===== config.mk =====
export PLATFORM = sky130hd
export DESIGN_NAME = pim_mac_engine
export DESIGN_NICKNAME = d
export VERILOG_FILES = /design/src/rtl/pim_mac_engine.sv
export SDC_FILE = /design/constraint.sdc
export NUM_CORES = 2
export LEC_CHECK = 0
export ABC_AREA = 0
export CAP_MARGIN = 30
export CORE_AREA = 4 4 293 267
export DETAILED_ROUTE_END_ITERATION = 10
export DIE_AREA = 0 0 297 271
export PLACE_DENSITY = 0.82
export SETUP_SLACK_MARGIN = 0.15
export SYNTH_ARGS = -nofsm -noshare
export SYNTH_HDL_FRONTEND = slang
export SYNTH_SLANG_ARGS = --single-unit

===== constraint.sdc =====
create_clock -name clk -period 16.6 [get_ports clk]
set_clock_uncertainty 0.1 [all_clocks]
set_input_delay 2.49 -clock clk [delete_from_list [all_inputs] [get_ports clk]]
set_output_delay 2.49 -clock clk [all_outputs]
set_load 0.01 [all_outputs]

===== src/rtl/pim_mac_engine.sv =====
// Sequential MAC responder for one PIM slot: takes one A/B sub-chunk pair, computes the
// CHUNK_SIZE x CHUNK_SIZE partial product one multiply-accumulate per clock, then pulses result_valid.
module pim_mac_engine #(
  parameter int ID                = 0,
  parameter int WIDTH             = 32,
  parameter int CHUNK_SIZE        = 2,
  parameter int PIM_UNIT_CAPACITY = 2
) (
  input  logic                                                 clk,
  input  logic                                                 rst,
  input  logic                                                 valid,
  input  logic [CHUNK_SIZE-1:0][PIM_UNIT_CAPACITY-1:0][WIDTH-1:0] matrixA,
  input  logic [PIM_UNIT_CAPACITY-1:0][CHUNK_SIZE-1:0][WIDTH-1:0] matrixB,
  output logic [CHUNK_SIZE*CHUNK_SIZE-1:0][WIDTH-1:0]          result,
  output logic                                                 result_valid,
  output logic                                                 busy,
  output logic [1:0]                                           state_dbg,
  output logic [31:0]                                          slot_id
);

  localparam int NE = CHUNK_SIZE * CHUNK_SIZE;
  localparam int RW = (CHUNK_SIZE > 1) ? $clog2(CHUNK_SIZE) : 1;
  localparam int KW = (PIM_UNIT_CAPACITY > 1) ? $clog2(PIM_UNIT_CAPACITY) : 1;
  localparam int IW = (NE > 1) ? $clog2(NE) : 1;
  localparam logic [RW-1:0] CMAX = RW'(CHUNK_SIZE - 1);
  localparam logic [KW-1:0] KMAX = KW'(PIM_UNIT_CAPACITY - 1);
  localparam logic [IW-1:0] IMAX = IW'(NE - 1);

  typedef enum logic [1:0] {IDLE = 2'd0, COMPUTE = 2'd1, DONE = 2'd2} state_t;

  state_t state_q, state_d;

  logic [CHUNK_SIZE-1:0][PIM_UNIT_CAPACITY-1:0][WIDTH-1:0] a_q;
  logic [PIM_UNIT_CAPACITY-1:0][CHUNK_SIZE-1:0][WIDTH-1:0] b_q;
  logic [NE-1:0][WIDTH-1:0] work;
  logic [WIDTH-1:0]         acc;
  logic [WIDTH-1:0]         prod;
  logic [RW-1:0]            r;
  logic [RW-1:0]            c;
  logic [KW-1:0]            k;
  logic [IW-1:0]            idx;
  logic                     last_mac;

  // Handshake: a request is a single-cycle valid with operands on the same edge. It is
  // accepted only when busy=0 (IDLE); while busy=1 valid is dropped, never queued.
  // result_valid is a one-cycle pulse with no back-pressure; result holds until the next pulse.

  assign prod      = a_q[r][k] * b_q[k][c];
  assign last_mac  = (k == KMAX) && (idx == IMAX);
  assign busy      = (state_q != IDLE);
  assign state_dbg = state_q;
  assign slot_id   = ID;

  always_ff @(posedge clk or posedge rst) begin
    if (rst) state_q <= IDLE;
    else     state_q <= state_d;
  end

  always_comb begin
    state_d = state_q;
    case (state_q)
      IDLE:    if (valid) state_d = COMPUTE;
      COMPUTE: if (last_mac) state_d = DONE;
      DONE:    state_d = IDLE;
      default: state_d = IDLE;
    endcase
  end

  always_ff @(posedge clk or posedge rst) begin
    if (rst) begin
      a_q          <= '0;
      b_q          <= '0;
      work         <= '0;
      acc          <= '0;
      r            <= '0;
      c            <= '0;
      k            <= '0;
      idx          <= '0;
      result       <= '0;
      result_valid <= 1'b0;
    end else begin
      result_valid <= (state_q == DONE);
      case (state_q)
        IDLE: begin
          if (valid) begin
            a_q <= matrixA;
            b_q <= matrixB;
            acc <= '0;
            r   <= '0;
            c   <= '0;
            k   <= '0;
            idx <= '0;
          end
        end
        COMPUTE: begin
          // k innermost, then c, then r: idx tracks r*CHUNK_SIZE+c directly
          if (k == KMAX) begin
            work[idx] <= acc + prod;
            acc       <= '0;
            k         <= '0;
            idx       <= idx + 1'b1;
            if (c == CMAX) begin
              c <= '0;
              r <= r + 1'b1;
            end else begin
              c <= c + 1'b1;
            end
          end else begin
            acc <= acc + prod;
            k   <= k + 1'b1;
          end
        end
        DONE: result <= work;
        default: ;
      endcase
    end
  end

endmodule


### After elaboration in Yosys (flattened, before gate mapping)

Cells that the tools add are included.

* word-level logic and storage cells: 81
* flip-flop bits (word level): 552
* input bits: 259
* output and inout bits: 164

* reductions and logical operators: 11
* $add $sub $neg: 5
* multiplexer cells: 29
* multipliers: 1
* $lt $le $gt $ge: 5
* equal/unequal tests: 7

Operators by type and width (number)
* $mux 64: 4
* $mux 32: 7
* $bwmux 128: 1
* $demux 32 s2: 1
* $pmux 32 s2: 1
* $add 32x32->32: 1
* $mul 32x32->32: 1
* $mux 2: 4
* $ne 2x2->1 const B: 4
* $pmux 2 s2: 2
* $reduce_and 2->1: 4
* $lt 1x2->1 const B: 3
* $mux 1: 6
* $pmux 1 s2: 3
* $eq 2x2->1 const B: 2
* $reduce_and 4->1: 1
* $reduce_bool 2->1: 2
* $add 1x1->1 const B: 3
* $lt 2x3->1 const B: 1
* $reduce_and 3->1: 1
* $add 2x1->2 const B: 1
* $eq 2x1->1 const B: 1
* $ge 2x1->1 const B: 1
* $logic_and 1x1->1: 2
* $logic_not 2->1: 1

### Logic depth before layout (Yosys ltp)

* depth in word-level cells: 8
* mapped depth: 36
* gate-level depth less buffers: 30

### Worst setup path after synthesis

No wires, ideal clock.

* kind: reg-to-reg
* from: register r
* to: register acc[30]
* buffers on the path: 5
* clock period less this slack: 8776 ps
* setup time: 70 ps
* cell stages (with the launch flop): 32
* setup slack: 7824 ps
* data required time: 16430 ps
* arrival time: 8606 ps
* path through: dfrtp_1 -> buf_4 -> buf_2 -> buf_4 -> clkbuf_1 -> clkbuf_1 -> mux2_2 -> o21ai_1 -> nor2_1 -> fa_1 -> fa_1 -> fa_1 -> inv_1 -> fa_1 -> inv_1 -> fa_1 -> inv_1 -> fa_1 -> inv_1 -> fa_1 -> inv_1 -> fa_1 -> inv_1 -> ha_1 -> a21oi_1 -> o21bai_1 -> a21o_1 -> a21oi_1 -> a2bb2oi_1 -> a31oi_1 -> or3_1 -> nand3_1

* longest elaborated chain between the ends: 8

Ends and longest elaborated chain
* from (decl): RTL line 38 `logic [RW-1:0] r;`
* from (signal assigned): RTL line 104 `r <= r + 1'b1;`
* $mux 64 (not written as such) (2 in a row): RTL line 48 `assign prod = a_q[r][k] * b_q[k][c];`
* $mux 32 (not written as such) (2 in a row): RTL line 48
* $mul 32x32->32: RTL line 48
* $add 32x32->32: RTL line 109 `acc <= acc + prod;`
* $mux 32: RTL line 97 `if (k == KMAX) begin`
* $pmux 32 s2: RTL line 83 `case (state_q)`
* to (signal assigned): RTL line 109
* to (decl): RTL line 36 `logic [WIDTH-1:0] acc;`

No other way between the ends. The select of a mux whose other input is x is not followed.
A chain may end at the register's enable or synchronous reset.

### Worst setup path in the final report

* from: register r
* to: register work[121] in the netlist's numbering

* longest elaborated chain between the ends: 7

Ends and longest elaborated chain
* $mux 64 (not written as such) (2 in a row): RTL line 48
* $mux 32 (not written as such) (2 in a row): RTL line 48
* $mul 32x32->32: RTL line 48
* $add 32x32->32: RTL line 98 `work[idx] <= acc + prod;`
* $bwmux 128: RTL line 98
* to (signal, indexed assignment): RTL line 98
* to (decl): RTL line 35 `logic [NE-1:0][WIDTH-1:0] work;`

No other way between the ends. The select of a mux whose other input is x is not followed.

==> flow_summary_export.csv <==
group,metric,value,unit
global_route,antenna_found_initial,4,
synth,synth-seq-area-share,0.349,
flow_run,maxCapViolCount,0,
synth,synth.top_cell.area_share,0.349,
setup_path,crit_family,"adder cells",
clock_tree,cts-buffers-inserted,57,
clock_tree,cts_hold_buf,0,
routing,ant_nets,0,
timing,max_freq,0.106,GHz
synth,synth_cells,3548,
final_layout,fill_cells,5687,
hold_path,holdPathEnd,"result[82]",
synth,synth_top_area_cell,"dfrtp_1",
timing,setup_viol,0,
clock_tree,ctsResizeCount,0,
floorplanning,core,75300,um^2
timing,rsz0062_at_grt,"false",
final_layout,seqCellArea,13800,um^2
setup_path,worst_setup_path_end_kind,"register",
setup_path,cp_max_fo,58,
synth,synthTopCellsByArea,"dfrtp_1 35%, fa_1 22%, mux2_2 11%",
routing,avgRoutedWirePerCell,21.7,um
clock_tree,clock_sinks,552,
routing,finalWirelength,107000,um
final_layout,multi_input_area,23100,um^2
floorplanning,dieArea,80500,um^2
routing,vias,27600,
floorplanning,ioPinCount,423,
clock_tree,post_cts_buffers,0,
final_layout,final_common_cell,"dfrtp_1",
setup_path,startpoint_type,"register",
setup_path,r2r.worst_path.cells,27,
timing,tightest_slew,1.15,ns
placed_design,hpwlAfterDp,80900,um
floorplanning,die_w,297,um
hold_path,worstHoldPathType,"reg -> reg",
synth,netlist_area,39600,um^2
routing,drtIter0Drc,2262,
clock_tree,htreeDepth,2,
routing,firstDrtPassIters,7,
global_route,grt_pass1_wl,168000,um
synth,ys_seq_elements,552,
clock_tree,cts_tree,"done",
setup_path,r2r_end,"work[121]",
hold_path,hold_path_depth,1,
final_layout,finalNetCount,4709,
setup_path,crit_required,16.95,ns
final_layout,layout-drive-gt1-share,0.163,
timing,final_max_slew_viol_count,0,
timing,slew_headroom,0.231,
setup_path,cp.arrival,9.79,ns
clock_tree,cts.clk_slew.worst_paths,0.06,ns
placed_design,place.gp.congestion,0.953,
setup_path,worst-setup-path-type,"reg -> reg",
global_route,grt_max_degree,182,
global_route,grt_usage,0.265,
synth,synth.avg_cell_area,11.1,um^2
setup_path,cpPeakStageDelay,0.69,ns
timing,period_needed,9.44,ns
timing,hold_violations,0,
setup_path,worst_path_most_repeated_cell,"fa_1",
synth,synth.distinct_cells,55,
timing,fin_tns_setup,0,ns
final_layout,mostFrequentLayoutCells,"549 x dfrtp_1, 497 x inv_1, 441 x nand2_1",
setup_path,r2r_start,"r",
routing,drcViolationCount,0,
floorplanning,start_util,0.525,
timing,fin_crit_sh,0.569,
placed_design,portBuffers,390,
clock_tree,clk_path_buf_depth,3,
clock_tree,cts_root_buffer,"clkbuf_16",
setup_path,critPathBufInv,5,
hold_path,hold_start,"work[82]",
floorplanning,die_h,271,um
setup_path,rrSetupSlack,7.16,ns
setup_path,cpMaxStageDelayCell,"buf_4",
synth,async_flop_share,1.00,
synth,synth-main-ff-cell,"dfrtp_1",
run_status,status,"completed",
synth,synth-edff-count,0,
synth,ys_warn_count,0,
floorplanning,rows,96,
clock_tree,clk_latency,0.65,ns
global_route,grt_pass1_vias,29800,
global_route,globalRouteOverflowTotal,0,
routing,vias_per_cell,5.62,
final_layout,area_growth,17.4,%
-- cell families (layout without fill, tap and decap cells) --
group | count (synthesis) | in the layout | share of synthesized area
adder cells (fa/ha/maj) | 566 | 566 | 0.262
buffers and inverters | 696 | 1048 | 0.0719
AND/OR/NAND/NOR | 854 | 854 | 0.0907
flip-flops | 552 | 552 | 0.349
multiplexers | 523 | 523 | 0.165
AO/OA/AOI/OAI | 278 | 278 | 0.0414
XOR/XNOR | 78 | 78 | 0.0195
other | 1 | 36 | 0.0000948
-- stage by stage --
step	area, um^2	setup WS [ns]	hold slack (ns)	util	instances
after floorplan	39700	6.50	0.340	-	3579
after global placement	44300	7.41	0.355	0.588	4800
after detailed placement	44400	7.20	0.359	0.589	4803
after CTS	46400	7.12	0.350	0.616	4909
after global routing	46400	6.82	0.389	0.616	4912
final	46400	7.16	0.366	0.616	4915
-- layout make-up --
| cell class | count | area share |
|---|---|---|
| clock buffer | 77 | 0.0354 |
| inverter | 499 | 0.0404 |
| multi-input combinational | 2331 | 0.497 |
| antenna | 4 | 0.000216 |
| clock inverter | 29 | 0.00873 |
| tap | 980 | 0.0264 |
| timing repair buffer | 443 | 0.0945 |
| sequential | 552 | 0.298 |
-- cell usage after synthesis (all sizes together), types with 2 or more instances --
| master | number |
|---|---|
| ha | 128 |
| fa | 438 |
| xnor2 | 58 |
| o21ai | 162 |
| or3 | 8 |
| nor2b | 8 |
| o21bai | 6 |
| o31ai | 21 |
| buf | 65 |
| nand4 | 2 |
| a22o | 5 |
| xor2 | 18 |
| dfrtp | 552 |
| mux2i | 42 |
| a21o | 20 |
| clkbuf | 132 |
| nand2 | 449 |
| a21oi | 24 |
| o21a | 12 |
| or2 | 7 |
| a31oi | 4 |
| and2 | 101 |
| o31a | 2 |
| mux4 | 61 |
| inv | 499 |
| and3 | 6 |
| a21boi | 2 |
| mux2 | 420 |
| xnor3 | 2 |
| nand2b | 5 |
| nand3 | 7 |
| nor3 | 11 |
| nor2 | 249 |
| o211ai | 12 |
-- metal layers --
layer	share of wire	track usage	wire (um)
met4	0.049	0.114	5240
met5	0.00030	0.00179	32
met2	0.51	0.457	54300
met1	0.37	0.327	39000
met3	0.077	0.0539	8260
-- flip-flops by register name, indices dropped and copies added (netlist names), 2 cells and up --
register	cells
a_q	128
acc	32
b_q	128
idx	2
result	128
state_dbg	2
work	128
-- worst max path at each step --
stage          from   endpoint  depth (start not counted)
2_1_floorplan   rst     a_q[0]                          1
3_3_place_gp      c    acc[30]                         25
3_5_place_dp      c  work[126]                         25
4_1_cts           c    acc[30]                         25
5_1_grt           k  work[126]                         26
6_report          r  work[121]                         27
Power is not shown: default switching activity piles up to over one toggle a cycle in this logic, so the estimate is an artifact.
